**src/rtl/button_conditioner_if.sv**
```systemverilog
// Button conditioner signal bundle: raw board buttons in, conditioned levels,
// press pulses and resolved directions out.
interface button_conditioner_if;
   logic [3:0] btn_raw;
   logic [3:0] btn_db;
   logic [3:0] btn_pulse;
   logic [3:0] dir_held;
   logic [3:0] dir_last;

   modport master (
      output btn_raw,
      input  btn_db,
      input  btn_pulse,
      input  dir_held,
      input  dir_last
   );

   modport slave (
      input  btn_raw,
      output btn_db,
      output btn_pulse,
      output dir_held,
      output dir_last
   );
endinterface

```
**src/rtl/button_conditioner.sv**
```systemverilog
// Four-channel push-button conditioner: two-flop synchronizer, per-channel
// debounce FSM, press pulse, priority-resolved held and last-pressed direction.
module button_conditioner #(
   parameter int DEBOUNCE_CYCLES = 1000000,
   parameter int CNT_W           = 20
) (
   input  logic                 clk,
   input  logic                 rst,
   button_conditioner_if.slave  bus
);

   typedef enum logic [1:0] {
      IDLE    = 2'd0,
      WAIT_P  = 2'd1,
      PRESSED = 2'd2,
      WAIT_R  = 2'd3
   } state_t;

   localparam logic [CNT_W-1:0] CNT_ZERO = {CNT_W{1'b0}};
   localparam logic [CNT_W-1:0] CNT_ONE  = {{(CNT_W-1){1'b0}}, 1'b1};
   localparam logic [CNT_W-1:0] CNT_MAX  = CNT_W'(DEBOUNCE_CYCLES - 1);

   // Bit order is [0]=up [1]=down [2]=left [3]=right; priority right>left>up>down.
   function automatic logic [3:0] pri_onehot(input logic [3:0] v);
      logic [3:0] r;
      if (v[3]) begin
         r = 4'b1000;
      end else if (v[2]) begin
         r = 4'b0100;
      end else if (v[0]) begin
         r = 4'b0001;
      end else if (v[1]) begin
         r = 4'b0010;
      end else begin
         r = 4'b0000;
      end
      return r;
   endfunction

   logic [3:0]       sync1_r;
   logic [3:0]       sync2_r;
   state_t           state_r    [4];
   state_t           state_nx_s [4];
   logic [CNT_W-1:0] cnt_r      [4];
   logic [CNT_W-1:0] cnt_nx_s   [4];
   logic [3:0]       pulse_r;
   logic [3:0]       pulse_nx_s;
   logic [3:0]       db_s;
   logic [3:0]       dir_last_r;

   // Two-flop synchronizer for the asynchronous raw buttons.
   always_ff @(posedge clk or posedge rst) begin
      if (rst) begin
         sync1_r <= 4'b0000;
         sync2_r <= 4'b0000;
      end else begin
         sync1_r <= bus.btn_raw;
         sync2_r <= sync1_r;
      end
   end

   // Debounce next-state: every state entry clears the counter, so it never wraps.
   always_comb begin
      pulse_nx_s = 4'b0000;
      for (int i = 0; i < 4; i++) begin
         state_nx_s[i] = state_r[i];
         cnt_nx_s[i]   = cnt_r[i];
         case (state_r[i])
            IDLE: begin
               if (sync2_r[i]) begin
                  state_nx_s[i] = WAIT_P;
                  cnt_nx_s[i]   = CNT_ZERO;
               end else begin
                  state_nx_s[i] = IDLE;
               end
            end
            WAIT_P: begin
               if (!sync2_r[i]) begin
                  state_nx_s[i] = IDLE;
                  cnt_nx_s[i]   = CNT_ZERO;
               end else if (cnt_r[i] == CNT_MAX) begin
                  state_nx_s[i] = PRESSED;
                  cnt_nx_s[i]   = CNT_ZERO;
                  pulse_nx_s[i] = 1'b1;
               end else begin
                  cnt_nx_s[i]   = cnt_r[i] + CNT_ONE;
               end
            end
            PRESSED: begin
               if (!sync2_r[i]) begin
                  state_nx_s[i] = WAIT_R;
                  cnt_nx_s[i]   = CNT_ZERO;
               end else begin
                  state_nx_s[i] = PRESSED;
               end
            end
            WAIT_R: begin
               if (sync2_r[i]) begin
                  state_nx_s[i] = PRESSED;
                  cnt_nx_s[i]   = CNT_ZERO;
               end else if (cnt_r[i] == CNT_MAX) begin
                  state_nx_s[i] = IDLE;
                  cnt_nx_s[i]   = CNT_ZERO;
               end else begin
                  cnt_nx_s[i]   = cnt_r[i] + CNT_ONE;
               end
            end
            default: begin
               state_nx_s[i] = IDLE;
               cnt_nx_s[i]   = CNT_ZERO;
            end
         endcase
      end
   end

   // Debounce state, counters and the registered press pulse.
   always_ff @(posedge clk or posedge rst) begin
      if (rst) begin
         for (int i = 0; i < 4; i++) begin
            state_r[i] <= IDLE;
            cnt_r[i]   <= CNT_ZERO;
         end
         pulse_r <= 4'b0000;
      end else begin
         for (int i = 0; i < 4; i++) begin
            state_r[i] <= state_nx_s[i];
            cnt_r[i]   <= cnt_nx_s[i];
         end
         pulse_r <= pulse_nx_s;
      end
   end

   // Debounced level decoded straight from the state register.
   always_comb begin
      db_s = 4'b0000;
      for (int i = 0; i < 4; i++) begin
         db_s[i] = (state_r[i] == PRESSED) || (state_r[i] == WAIT_R);
      end
   end

   // Last-pressed direction latches on any cycle carrying a press pulse.
   always_ff @(posedge clk or posedge rst) begin
      if (rst) begin
         dir_last_r <= 4'b0000;
      end else if (pulse_r != 4'b0000) begin
         dir_last_r <= pri_onehot(pulse_r);
      end else begin
         dir_last_r <= dir_last_r;
      end
   end

   assign bus.btn_db    = db_s;
   assign bus.btn_pulse = pulse_r;
   assign bus.dir_held  = pri_onehot(db_s);
   assign bus.dir_last  = dir_last_r;

endmodule

```
**src/flat_wrapper.sv**
```systemverilog
// flat-port wrapper written by rule: the top's interface ports become plain ports
module button_conditioner_flat 
#(
   parameter int DEBOUNCE_CYCLES = 1000000,
   parameter int CNT_W           = 20
)
  (clk, rst, bus_btn_raw, bus_btn_db, bus_btn_pulse, bus_dir_held, bus_dir_last);
  button_conditioner_if bus_i ();
  input  logic clk;
  input  logic rst;
  input wire logic [$bits(bus_i.btn_raw)-1:0] bus_btn_raw;
  output wire logic [$bits(bus_i.btn_db)-1:0] bus_btn_db;
  output wire logic [$bits(bus_i.btn_pulse)-1:0] bus_btn_pulse;
  output wire logic [$bits(bus_i.dir_held)-1:0] bus_dir_held;
  output wire logic [$bits(bus_i.dir_last)-1:0] bus_dir_last;
  assign bus_i.btn_raw = bus_btn_raw;
  assign bus_btn_db = bus_i.btn_db;
  assign bus_btn_pulse = bus_i.btn_pulse;
  assign bus_dir_held = bus_i.dir_held;
  assign bus_dir_last = bus_i.dir_last;
  button_conditioner #(.DEBOUNCE_CYCLES(DEBOUNCE_CYCLES), .CNT_W(CNT_W)) u_core (.clk(clk), .rst(rst), .bus(bus_i));
endmodule
```
**config.mk**
```make
export PLATFORM = sky130hd
export DESIGN_NAME = button_conditioner_flat
export DESIGN_NICKNAME = d
export VERILOG_FILES = /design/src/rtl/button_conditioner_if.sv /design/src/rtl/button_conditioner.sv /design/src/flat_wrapper.sv
export SDC_FILE = /design/constraint.sdc
export NUM_CORES = 1
export LEC_CHECK = 0
export BUFFER_PORTS_ARGS = -buffer_cell sky130_fd_sc_hd__buf_2
export CAP_MARGIN = 20
export CORE_UTILIZATION = 62
export CTS_CLUSTER_SIZE = 28
export DETAILED_ROUTE_END_ITERATION = 7
export PLACE_DENSITY = 0.85
export SLEW_MARGIN = 40
export SYNTH_ARGS = -nofsm -noshare
export SYNTH_HDL_FRONTEND = slang
export SYNTH_SLANG_ARGS = --single-unit
```
**constraint.sdc**
```tcl
create_clock -name clk -period 3.45 [get_ports clk]
set_input_delay 0.345 -clock clk [delete_from_list [all_inputs] [get_ports clk]]
set_output_delay 0.345 -clock clk [all_outputs]
set_load 0.05 [all_outputs]
```
==> metrics.md <==
| Metric | Value |
|---|---|
| Synth Area per Inst | `9.23 um2` |
| I/O Buffers | `21` |
| Syn nets | `590` |
| Drt pass-1 iters | `5` |
| Die area | `9010 um2` |
| Slowest cell on crit path | `o31ai_1` |
| Die height | `94.9 um` |
| TritonCTS clock tree | `done` |
| Slew Viols, Final | `0` |
| Min-Delay Path Class | `input port to async pin` |
| Final setup fails | `0` |
| CP Depth | `7` |
| Gpl congestion | `0.903` |
| Synth Area in XOR/XNOR | `1.96%` |
| Unrepaired setup endpoints after global routing | `false` |
| Largest cells by area after synthesis | `dfrtp_1, nand2_1, a31oi_1, nand3_1, a21oi_1` |
| Antenna viol nets, final | `0` |
| Die X | `94.9 um` |
| Total global routing track utilization | `27.2%` |
| Ant diodes | `0` |
| Fmax | `0.439 GHz` |
| Synth area leader | `dfrtp_1` |
| CTS sink cnt | `104` |
| Multi-input logic area | `2610 um2` |
| Post-placement setup slack | `1.10 ns` |
| Crit path DAT | `2.54 ns` |
| Status | `completed` |
| Cell family with most CP delay | `compound AO/OA/AOI/OAI gates` |
| Critical Path RT | `3.71 ns` |
| Synth top area share | `48.6%` |
| First-pass GRT wire length | `19.0 mm` |
| Power density over the cells | `372 nW/um2` |
| Vias per cell | `6.41` |
| # IOs | `22` |
| Largest family of logic cells by synthesized area | `simple AND/OR/NAND/NOR gates` |
| Crit path launch type | `flop` |
| Synth Warn # | `0` |
| Post-synthesis simple-gate area fraction | `26.3%` |
| Crit-path cells | `ha_1 -> and4_2 -> nand3b_1 -> o31ai_1 -> buf_4 -> o21ai_0 -> a22o_1` |
| H-tree Lvls | `3` |
| Clk_skew | `0.0133 ns` |
| Sequential element share of the synthesized area | `48.6%` |
| Synth cell types | `58` |
| CTS Buffer Depth | `2` |
| CP Class | `flop to flop` |
| Max incr delay on CP | `0.52 ns` |
| Setup Buffers After CTS | `0` |
| Synth Area in Adders | `0.935%` |
| Clock root cell | `clkbuf_8` |
| Core Util, Final | `69.1%` |
| Nets | `601` |
| Initial Util | `64.5%` |
| Leak pwr | `0.00243 uW` |
| Mapped cell area | `5350 um2` |
| GRT Residual Overflow | `0` |
| Critical path fanouts, max | `9` |
| Detailed-route DRC error count | `0` |
| Placeable Area | `8300 um2` |
| Hold Vio Cnt, Final | `0` |
| Post-synthesis mux area share | `2.17%` |
| Fillers | `625` |
| Iter 0 DRT Violations | `268` |
| Slew margin rel. | `50.5%` |
| Row count | `33` |
| Clk Latency, worst-skew pair | `0.37 ns` |
| CP Capture Type | `flop` |
| Buf/Inv on CP | `1` |
| DPL Wire Length | `7.54 mm` |
| Post-CTS Hold Buffers | `0` |
| Synth Register Bits | `104` |
| Fin crit share | `66.0%` |
| Final std cells w/o fill | `701` |
| Max IR drop VDD | `0.198 mV` |
| FF+latch area | `2600 um2` |
| Final WS setup | `1.17 ns` |
| Post-synth EDFFs | `0` |
| Total CTS buffers | `9` |
| Clock Pin Slew Worst Setup and Hold Paths | `0.11 ns` |
| Async set or reset register ratio after synthesis | `100%` |
| Inst Count DP | `685` |
| Crit path time final | `2.28 ns` |
| Largest net degree at the start of global routing | `70` |
| Compound-Gate Fraction of Synth Area | `16.7%` |
| # resized after CTS | `0` |
| Vias in the first global route | `4,095` |
| Initial antenna violation count | `0` |
| Ratio of cells with drive above 1 in the final layout | `11.7%` |
| Routed wire length | `11.2 mm` |
| Cell count after synthesis | `580` |
| Max-cap violations | `0` |
| Post-synth top flop | `dfrtp_1` |
| Setup TNS | `0 ns` |
| DR WL/cell | `16.0 um` |
| P&R area growth vs syn | `7.22%` |
| R2R depth | `7` |
| Vias post-DR | `4,491` |
| Tightest Pin Transition | `0.735 ns` |
## Yosys cell counts, drive strengths merged, types with 5 or more instances
cell / instances
nor3: 13
nand3: 46
and2: 6
a21oi: 42
nand4: 18
nor2: 31
xor2: 9
mux2i: 6
clkbuf: 22
o21ai: 35
buf: 5
or4: 6
nand2b: 16
a31oi: 40
nand2: 70
inv: 14
and3: 10
a22o: 8
or3: 9
nor4: 13
dfrtp: 104
mux2: 5
## cell usage in the layout (no fill, tap or decap), types with 3 or more instances in the layout
cell	netlist	layout
dfrtp_1	104	104
nand2_1	70	70
nand3_1	46	46
a21oi_1	41	41
a31oi_1	40	40
o21ai_0	35	35
nor2_1	31	30
buf_2	2	21
nand4_1	17	17
nand2b_1	15	15
inv_1	14	13
nor3_1	12	12
clkbuf_8	0	11
xor2_1	9	9
and3_1	9	9
or3_1	9	9
nor4_1	9	8
a22o_1	8	8
or4_1	6	6
and2_1	6	6
mux2i_1	6	6
buf_4	1	6
mux2_2	5	5
or2_2	4	4
nor3b_1	4	4
a41oi_1	4	4
ha_1	4	4
nor4_2	3	3
xnor2_1	3	3
o211ai_1	3	3
a21o_1	3	3
inv_6	0	3
## layer usage
layer	vias up	share of wire [%]	track usage, %	wire length (um)
met2	146	50	43.9	5560
met3	12	5.3	5.07	599
met4	0	1.2	8.96	130
met5	-	0	0	0
met1	2172	44	37.1	4920
li1	2161	-	-	-
## state kept, by name, indices dropped and copies added (netlist names), named ones only
signal	count
u_core.cnt_r	80
u_core.bus.dir_last	4
u_core.bus.btn_pulse	4
u_core.sync2_r	4
u_core.sync1_r	4
u_core.state_r	4
## report_power, final
part           internal, uW  switching [uW]  leakage (uW)
logic                  38.4            92.3      0.000921
registers              1240            28.3       0.00142
clock network           306             429     0.0000924
total                  1590             549       0.00243
## area by class of cell
type	instances	area share (%)
Multi-Input combinational cell	435	45.4
Sequential cell	104	45.4
Clock buffer	11	2.64
Clock inverter	5	0.654
Timing Repair Buffer	27	2.62
Tap cell	105	2.29
Inverter	14	1.00
## stage by stage
| step | total power (uW) | area [um2] | hold WS (ns) |
|---|---|---|---|
| finish | 2130 | 5740 | 0.0631 |
| global placement | 1410 | 5510 | 0.336 |
| detailed placement | 1420 | 5520 | 0.337 |
| global route | 2220 | 5740 | 0.0554 |
| CTS | 2140 | 5710 | 0.0607 |
| floorplan | 1380 | 5350 | 0.331 |
## path summary, 6_finish.rpt
kind | startpoint | slack [ns] | endpoint
min in group clk | bus_btn_raw[1] | 0.07 | u_core.sync1_r[1]
setup reg to reg | u_core.cnt_r[60] | 1.17 | u_core.cnt_r[71]
hold reg to reg | u_core.sync1_r[0] | 0.36 | u_core.sync2_r[0]
max in group asynchronous | rst | 2.67 | u_core.cnt_r[2]
setup / recovery | u_core.cnt_r[60] | 1.17 | u_core.cnt_r[71]
hold / removal | rst | 0.06 | u_core.cnt_r[72]
## cells by family after synthesis
| family | Yosys count |
|---|---|
| buffers and inverters | 41 |
| adder cells (fa/ha/maj) | 4 |
| XOR/XNOR | 12 |
| multiplexers | 11 |
| AO/OA/AOI/OAI | 147 |
| AND/OR/NAND/NOR | 261 |
| flip-flops | 104 |
No activity file was read; power rests on OpenSTA's default activity.
